`src/rtl/riscv_pkg.sv`:
```
// Shared RISC-V definitions: immediate format codes and the base opcode words
// used when generating instructions.
package riscv_pkg;

  typedef enum logic [2:0] {
    IMM_I  = 3'b000,
    IMM_S  = 3'b001,
    IMM_B  = 3'b010,
    IMM_U  = 3'b011,
    IMM_J  = 3'b100,
    IMM_I2 = 3'b101
  } imm_src_e;

  localparam logic [31:0] OPC_OP_IMM = 32'h0000_0013;
  localparam logic [31:0] OPC_STORE  = 32'h0000_2023;
  localparam logic [31:0] OPC_BRANCH = 32'h0000_0063;
  localparam logic [31:0] OPC_LUI    = 32'h0000_0037;
  localparam logic [31:0] OPC_JAL    = 32'h0000_006F;

endpackage

```
`src/rtl/imm_encoder_pipe_if.sv`:
```
// Request/result handshake bundle for the immediate encoder pipeline.
interface imm_encoder_pipe_if;
  logic        in_valid;
  logic        in_ready;
  logic [31:0] base_instr;
  logic [31:0] imm;
  logic [2:0]  ImmSrc;
  logic        out_valid;
  logic        out_ready;
  logic [31:0] out_instr;
  logic        out_err;
  logic [7:0]  err_count;

  modport master (
    output in_valid, base_instr, imm, ImmSrc, out_ready,
    input  in_ready, out_valid, out_instr, out_err, err_count
  );

  modport slave (
    input  in_valid, base_instr, imm, ImmSrc, out_ready,
    output in_ready, out_valid, out_instr, out_err, err_count
  );
endinterface

```
`src/rtl/imm_field_pack.sv`:
```
// Combinational scatter of an immediate into an instruction word, with a flag for
// immediates the chosen format cannot represent or for an illegal format code.
module imm_field_pack
  import riscv_pkg::*;
(
  input  logic [31:0] base_instr,
  input  logic [31:0] imm,
  input  logic [2:0]  ImmSrc,
  output logic [31:0] instr,
  output logic        err
);

  // A field fits when every bit above its sign bit matches the sign bit.
  logic fits_12, fits_13, fits_21;
  assign fits_12 = (&imm[31:11]) | ~(|imm[31:11]);
  assign fits_13 = (&imm[31:12]) | ~(|imm[31:12]);
  assign fits_21 = (&imm[31:20]) | ~(|imm[31:20]);

  always_comb begin
    instr = base_instr;
    err   = 1'b0;
    case (ImmSrc)
      IMM_I, IMM_I2: begin
        instr[31:20] = imm[11:0];
        err          = ~fits_12;
      end
      IMM_S: begin
        instr[31:25] = imm[11:5];
        instr[11:7]  = imm[4:0];
        err          = ~fits_12;
      end
      IMM_B: begin
        instr[31]    = imm[12];
        instr[7]     = imm[11];
        instr[30:25] = imm[10:5];
        instr[11:8]  = imm[4:1];
        err          = ~fits_13 | imm[0];
      end
      IMM_U: begin
        instr[31:12] = imm[31:12];
        err          = |imm[11:0];
      end
      IMM_J: begin
        instr[31]    = imm[20];
        instr[19:12] = imm[19:12];
        instr[20]    = imm[11];
        instr[30:21] = imm[10:1];
        err          = ~fits_21 | imm[0];
      end
      default: err = 1'b1;
    endcase
  end

endmodule

```
`src/rtl/imm_encoder_pipe.sv`:
```
// Two-stage immediate encoder: S1 captures the request, S2 holds the encoded word.
// Both stages advance together whenever the output slot is free or being drained.
module imm_encoder_pipe
  import riscv_pkg::*;
(
  input  logic               clk,
  input  logic               rst,
  imm_encoder_pipe_if.slave  bus_io
);

  logic        s1_valid_q, s1_valid_d;
  logic [31:0] s1_base_q, s1_base_d;
  logic [31:0] s1_imm_q, s1_imm_d;
  logic [2:0]  s1_src_q, s1_src_d;
  logic        s2_valid_q, s2_valid_d;
  logic [31:0] s2_instr_q, s2_instr_d;
  logic        s2_err_q, s2_err_d;
  logic [7:0]  err_cnt_q, err_cnt_d;

  logic        s2_can_load, accept;
  logic [31:0] pack_instr;
  logic        pack_err;

  imm_field_pack u_pack (
    .base_instr (s1_base_q),
    .imm        (s1_imm_q),
    .ImmSrc     (s1_src_q),
    .instr      (pack_instr),
    .err        (pack_err)
  );

  assign s2_can_load     = !s2_valid_q || bus_io.out_ready;
  assign bus_io.in_ready = !s1_valid_q || s2_can_load;
  assign accept          = bus_io.in_valid && bus_io.in_ready;

  always_comb begin
    s1_valid_d = s1_valid_q;
    s1_base_d  = s1_base_q;
    s1_imm_d   = s1_imm_q;
    s1_src_d   = s1_src_q;
    s2_valid_d = s2_valid_q;
    s2_instr_d = s2_instr_q;
    s2_err_d   = s2_err_q;
    err_cnt_d  = err_cnt_q;

    if (accept) begin
      s1_valid_d = 1'b1;
      s1_base_d  = bus_io.base_instr;
      s1_imm_d   = bus_io.imm;
      s1_src_d   = bus_io.ImmSrc;
    end else if (s2_can_load) begin
      s1_valid_d = 1'b0;
    end

    if (s2_can_load) begin
      s2_valid_d = s1_valid_q;
      if (s1_valid_q) begin
        s2_instr_d = pack_instr;
        s2_err_d   = pack_err;
      end
    end

    if (s2_valid_q && bus_io.out_ready && s2_err_q && (err_cnt_q != 8'hFF)) begin
      err_cnt_d = err_cnt_q + 8'd1;
    end
  end

  always_ff @(posedge clk) begin
    if (rst) begin
      s1_valid_q <= 1'b0;
      s1_base_q  <= '0;
      s1_imm_q   <= '0;
      s1_src_q   <= '0;
      s2_valid_q <= 1'b0;
      s2_instr_q <= '0;
      s2_err_q   <= 1'b0;
      err_cnt_q  <= '0;
    end else begin
      s1_valid_q <= s1_valid_d;
      s1_base_q  <= s1_base_d;
      s1_imm_q   <= s1_imm_d;
      s1_src_q   <= s1_src_d;
      s2_valid_q <= s2_valid_d;
      s2_instr_q <= s2_instr_d;
      s2_err_q   <= s2_err_d;
      err_cnt_q  <= err_cnt_d;
    end
  end

  assign bus_io.out_valid = s2_valid_q;
  assign bus_io.out_instr = s2_instr_q;
  assign bus_io.out_err   = s2_err_q;
  assign bus_io.err_count = err_cnt_q;

endmodule

```
`src/flat_wrapper.sv`:
```
// flat-port wrapper written by rule: the top's interface ports become plain ports
module imm_encoder_pipe_flat import riscv_pkg::*;
  (clk, rst, bus_io_in_valid, bus_io_base_instr, bus_io_imm, bus_io_ImmSrc, bus_io_out_ready, bus_io_in_ready, bus_io_out_valid, bus_io_out_instr, bus_io_out_err, bus_io_err_count);
  imm_encoder_pipe_if bus_io_i ();
  input  logic clk;
  input  logic rst;
  input wire logic [$bits(bus_io_i.in_valid)-1:0] bus_io_in_valid;
  input wire logic [$bits(bus_io_i.base_instr)-1:0] bus_io_base_instr;
  input wire logic [$bits(bus_io_i.imm)-1:0] bus_io_imm;
  input wire logic [$bits(bus_io_i.ImmSrc)-1:0] bus_io_ImmSrc;
  input wire logic [$bits(bus_io_i.out_ready)-1:0] bus_io_out_ready;
  output wire logic [$bits(bus_io_i.in_ready)-1:0] bus_io_in_ready;
  output wire logic [$bits(bus_io_i.out_valid)-1:0] bus_io_out_valid;
  output wire logic [$bits(bus_io_i.out_instr)-1:0] bus_io_out_instr;
  output wire logic [$bits(bus_io_i.out_err)-1:0] bus_io_out_err;
  output wire logic [$bits(bus_io_i.err_count)-1:0] bus_io_err_count;
  assign bus_io_i.in_valid = bus_io_in_valid;
  assign bus_io_i.base_instr = bus_io_base_instr;
  assign bus_io_i.imm = bus_io_imm;
  assign bus_io_i.ImmSrc = bus_io_ImmSrc;
  assign bus_io_i.out_ready = bus_io_out_ready;
  assign bus_io_in_ready = bus_io_i.in_ready;
  assign bus_io_out_valid = bus_io_i.out_valid;
  assign bus_io_out_instr = bus_io_i.out_instr;
  assign bus_io_out_err = bus_io_i.out_err;
  assign bus_io_err_count = bus_io_i.err_count;
  imm_encoder_pipe u_core (.clk(clk), .rst(rst), .bus_io(bus_io_i));
endmodule
```
`config.mk`:
```
export PLATFORM = sky130hd
export DESIGN_NAME = imm_encoder_pipe_flat
export DESIGN_NICKNAME = d
export VERILOG_FILES = /design/src/rtl/riscv_pkg.sv /design/src/rtl/imm_encoder_pipe_if.sv /design/src/rtl/imm_field_pack.sv /design/src/rtl/imm_encoder_pipe.sv /design/src/flat_wrapper.sv
export SDC_FILE = /design/constraint.sdc
export NUM_CORES = 1
export LEC_CHECK = 0
export ABC_AREA = 1
export CAP_MARGIN = 20
export CORE_ASPECT_RATIO = 1.25
export CORE_MARGIN = 1
export CORE_UTILIZATION = 24
export DETAILED_ROUTE_END_ITERATION = 8
export PLACE_DENSITY = 0.52
export SLEW_MARGIN = 20
export SYNTH_ARGS = -nofsm -noshare
export SYNTH_HDL_FRONTEND = slang
export SYNTH_SLANG_ARGS = --single-unit
```
`constraint.sdc`:
```
create_clock -name clk -period 1.7 [get_ports clk]
set_input_delay 0.425 -clock clk [delete_from_list [all_inputs] [get_ports clk]]
set_output_delay 0.425 -clock clk [all_outputs]
set_load 0.03 [all_outputs]
```
Word-level counts from Yosys, hierarchy flattened. Cells that the tools add are included.

Add/subtract/negate cells: 1. $mul: 0. Divide/modulo/power cells: 0. Magnitude comparators: 0. Equality and inequality tests: 6. Shifts and indexed selects: 0. Mux-type cells: 7. Bitwise gates (word level): 11. Reductions and logical operators: 21.

Operator list (count): $pmux 7 s4 (1); $reduce_or 12->1 (2); $reduce_and 21->1 (1); $reduce_or 21->1 (1); $reduce_and 20->1 (1); $reduce_or 20->1 (1); $pmux 5 s3 (1); $reduce_and 12->1 (1); $pmux 5 s2 (1); $add 8x1->8 const B (1); $mux 8 (1); $ne 8x8->1 const B (1); $eq 3x2->1 const B (2); $eq 3x3->1 const B (2); $not 1->1 (6); $or 1x1->1 (5); $logic_and 1x1->1 (4); $pmux 1 s4 (1); $reduce_or 2->1 (2); $eq 3x1->1 const B (1); $logic_not 3->1 (1); $reduce_or 3->1 (1); $logic_not 1->1 (2); $logic_or 1x1->1 (2); 3 further kinds (4).

Bits in registers: 110. Latch bits: 0. RAM bits: 0. Memory bits (read-only): 0. Input port bits: 71. Output and inout bits: 43. Word-level logic and storage cells: 54. Memories: 0.

Depth between registers and ports, before layout.
Depth in word-level cells: 6. Depth in mapped cells: 10. Gate-level depth less buffers: 10.

Modules after synthesis. From an unflattened synthesis, not the netlist that was laid out.

Cell total of the unflattened synthesis: 695. Area total of the unflattened synthesis: 4815.9 um^2.

Modules (own cells, without submodules): imm_encoder_pipe (times used 1, cells each 514, area each 3937.5 um^2, sequential area each 2202.1 um^2); imm_field_pack (times used 1, cells each 181, area each 878.3 um^2, sequential area each 0.0 um^2).

Worst setup path before layout. No wires, ideal clock.

Path type: reg2reg. From: register u_core.s2_valid_q, in the netlist u_core.bus_io.out_valid. To: register u_core.s1_base_q[12]. Setup time: 65 ps. Arrival: 1652 ps. Required time: 1635 ps. Setup slack: -17 ps. Cell stages (with the launch flop): 7. Path buffers: 2. Clock period less this slack: 1717 ps. Path through: dfxtp_1 -> nand3_1 -> nand2_2 -> buf_4 -> buf_2 -> o21ai_0 -> nor2_1.

Longest elaborated chain between the ends: 4.

Ends and longest elaborated chain: start: declaration (RTL line imm_encoder_pipe.sv:15) `logic s2_valid_q, s2_valid_d;`; start signal: assignment (RTL line imm_encoder_pipe.sv:83) `s2_valid_q <= s2_valid_d;`; $logic_not 1->1 (RTL line imm_encoder_pipe.sv:32) `assign s2_can_load = !s2_valid_q || bus_io.out_ready;`; $logic_or 1x1->1 (RTL line imm_encoder_pipe.sv:32); $logic_or 1x1->1 (RTL line imm_encoder_pipe.sv:33) `assign bus_io.in_ready = !s1_valid_q || s2_can_load;`; net bus_io_in_ready (RTL line flat_wrapper.sv:12) `output wire logic [$bits(bus_io_i.in_ready)-1:0] bus_io_in_ready;`; $logic_and 1x1->1 (RTL line imm_encoder_pipe.sv:34) `assign accept = bus_io.in_valid && bus_io.in_ready;`; end signal: assignment (RTL line imm_encoder_pipe.sv:80) `s1_base_q <= s1_base_d;`; end: declaration (RTL line imm_encoder_pipe.sv:12) `logic [31:0] s1_base_q, s1_base_d;`.

The timed path passes the listed nets, and every way through them passes these cells. A chain may end at the register's enable or synchronous reset.

Worst setup path after layout.
From: register u_core.err_cnt_q[4], in the netlist u_core.bus_io.err_count[4]. To: output bus_io_err_count[4].

RTL lines: start: declaration (RTL line imm_encoder_pipe.sv:18) `logic [7:0] err_cnt_q, err_cnt_d;`; start signal: assignment (RTL line imm_encoder_pipe.sv:86) `err_cnt_q <= err_cnt_d;`; end: declaration (RTL line flat_wrapper.sv:16) `output wire logic [$bits(bus_io_i.err_count)-1:0] bus_io_err_count;`.

No word-level cell between the ends.

==> impl_metrics.ini <==
[sta]
worst_slack_ns = 0.105
final.period_utilization = 0.938
max_freq_mhz = 627
setup_viol = 0
hold_viol_final = 0
finClkSkew_ns = 0.0102
hold_slack_ns = 0.450
fin_crit_ns = 1.59
drv_slew = 0
worst_pin_slew_ns = 0.384
setup-tns-final_ns = 0
rsz0062_at_grt = false
maxSlewHeadroom = 0.745

[min_path]
min_to = u_core.s1_base_q[29]$_SDFFE_PP0P_
worstHoldStart = u_core.s1_base_q[29]$_SDFFE_PP0P_
min_path_type = reg2reg
whs_path_depth = 2

[final_layout]
drive_above_1_share = 0.0833
final_common_cell = nor2_1
syn2layout_area_growth_pct = 40.7
nets = 847
multi_input_area_um2 = 2100
diodes = 0
final_area_um2 = 6570
layout_common_cells = 138 x nor2_1, 109 x dfxtp_1, 100 x o21ai_0, 85 x nand2_1, 69 x clkdlybuf4s50_1
fillerInstances = 2064
seq_area_um2 = 2200

[job]
drv_cap = 0

[setup_path]
crit_type = reg2out
rr_endpoint = u_core.bus_io.err_count[4]$_SDFFE_PP0P_
path_delay_family = buffers and inverters
cp_max_fo = 4
critical_path_arrival_ns = 1.17
r2r_slack_ns = 0.23
cp-start-kind = flip-flop
slowest_stage = dlygate4sd2_1
end_kind = output port
timing.rr.start = u_core.bus_io.err_count[0]$_SDFFE_PP0P_
worstPathRequired_ns = 1.27
path_cells = dlygate4sd2_1
critPathBufInv = 1
rr_worst_depth = 8
slowest_delay_ns = 0.42

[place]
place_area_um2 = 6280
pre_cts_ws_ns = -0.261
io_buffers = 113
place_congestion = 0.775
dp_hpwl_um = 10300

[floorplan]
die-width_um = 127
start_util = 0.247
core.rowCount = 56
die-area_um2 = 20000
ioPinCount = 114
die_h_um = 158
core_area_um2 = 18900

[power_and_ir_drop]
ir_drop_v = 0.000482
power_density_nw_per_um2 = 924
p_leak_nw = 2.89

[global_route]
antenna_found_initial = 0
grtUsageMet1 = 0.187
grt_max_degree = 57
grtUsageTotal = 0.145
grt.met2_usage = 0.238
gr-max-usage-layer = met2
met3_usage = 0.0250
grt_pass1_vias = 4285
grt-ovfl-total = 0
grt_pass1_wl_um = 22300

[run_status]
status = finished clean

[logic_synthesis]
syn_avg_cell_area_um2 = 7.17
synthCells = 652
synth_warnings = 0
synth_edf_count = 0
ys.flop_type = dfxtp_1
mappedNetlistNets = 724
ys_types = 30
synthArstFlopShare = 0
netlist_area_um2 = 4670
ys_seq_area_frac = 0.471
ys_ff_latch = 110

[clocking]
cts_tree = done
cts_root_buf = clkbuf_16
htree_levels = 3
cts.sinks = 110
cts_buffers = 9
clk_pin_slew_worst_paths_ns = 0.08
cts_buffer_depth = 2
clock_latency_ns = 0.36

[drt]
vias = 4498
drtIter0Drc = 259
viasPerCell = 4.44
totalWireLength_um = 14000
wl_per_cell_um = 13.9
final_antenna_net_count = 0
drc = 0
first_pass_iters = 4
-- flip-flops by register name (all words and copies together), names as in the netlist --
name                     flops
u_core.bus_io.out_instr     32
u_core.s1_base_q            32
u_core.s1_imm_q             32
u_core.bus_io.err_count      8
u_core.s1_src_q              3
u_core.bus_io.out_err        1
u_core.bus_io.out_valid      1
u_core.s1_valid_q            1
-- worst register-to-register path: stages (launching register included) --
cell and delay, ns:
dfxtp_1 0.37, ha_1 0.21, inv_1 0.07, nor3_2 0.14, nand4_1 0.14, nand2_2 0.14, buf_4 0.14, nand2_1 0.05
a21oi_1 0.14
-- area by class of cell --
| cell class | count | share of cell area |
|---|---|---|
| sequential | 110 | 0.335 |
| timing repair buffer | 145 | 0.219 |
| tap | 232 | 0.0442 |
| clock buffer | 9 | 0.0343 |
| clock inverter | 7 | 0.0112 |
| inverter | 65 | 0.0371 |
| multi-input combinational | 444 | 0.319 |
-- per-stage QoR --
stage	total power, W	std cells	util
2_1_floorplan	0.00349	652	-
3_3_place_gp	0.00401	993	0.332
3_5_place_dp	0.00401	993	0.332
4_1_cts	0.00614	1010	0.346
5_1_grt	0.00639	1012	0.347
6_report	0.00607	1012	0.347
-- cell families (layout without fill, tap and decap cells) --
kind of cell    after synthesis  count (layout)  share of synthesized area
simple gates                265             265                      0.235
compound gates              174             174                      0.200
flops                       110             110                      0.471
buf+inv                      98             226                     0.0828
xor+xnor                      4               4                    0.00750
fa+ha+maj                     1               1                    0.00268
-- worst max-delay path by stage --
stage                                             from                                  endpoint  slack [ns]  cells after the start
6_report       u_core.bus_io.err_count[4]$_SDFFE_PP0P_                       bus_io_err_count[4]        0.11                      1
5_1_grt                u_core.s1_src_q[0]$_SDFFE_PP0P_  u_core.bus_io.out_instr[11]$_SDFFE_PP0P_        0.03                      9
2_1_floorplan     u_core.bus_io.out_valid$_SDFFE_PP0P_         u_core.s1_base_q[12]$_SDFFE_PP0P_        0.12                      6
3_5_place_dp                          bus_io_out_ready  u_core.bus_io.out_instr[12]$_SDFFE_PP0P_       -0.26                      7
4_1_cts                               bus_io_out_ready                           bus_io_in_ready       0.009                      5
3_3_place_gp                          bus_io_out_ready   u_core.bus_io.out_instr[1]$_SDFFE_PP0P_       -0.27                      7
-- power by group --
part | internal [W] | switching [W] | total [W]
clock | 0.00115 | 0.00101 | 0.00216
sequential | 0.00276 | 0.000125 | 0.00288
combinational | 0.000451 | 0.000581 | 0.00103
total | 0.00435 | 0.00172 | 0.00607
-- cells in the mapped netlist, types with 2 or more instances --
master | instances | share of area
dfxtp_1 | 110 | 0.47
o21ai_0 | 100 | 0.11
inv_1 | 63 | 0.051
nand2_2 | 2 | 0.0027
nand3_1 | 22 | 0.024
nor3_1 | 2 | 0.0021
buf_2 | 12 | 0.013
o221ai_1 | 6 | 0.011
inv_2 | 2 | 0.0016
a21oi_1 | 48 | 0.051
o211ai_1 | 13 | 0.021
clkbuf_1 | 20 | 0.016
o22ai_1 | 4 | 0.0054
nor2_1 | 138 | 0.11
xor2_1 | 2 | 0.0038
nand2_1 | 85 | 0.068
nand4_1 | 9 | 0.012
xnor2_1 | 2 | 0.0038
-- what timing repair did --
item                       4_1_cts  5_1_grt
setup buffers                    1        2
setup endpoints to repair       43       25
pin swaps                        0        1
cloned                           0        0
hold buffers                     0        0
gates resized for setup         44        4
-- metal layers --
layer | routed length, um | vias to the layer above
met1 | 6690 | 2012
met5 | 0 | -
met2 | 6430 | 100
met3 | 644 | 14
li1 | - | 2372
met4 | 279 | 0
Note: power is estimated with default switching activity, not from simulation.
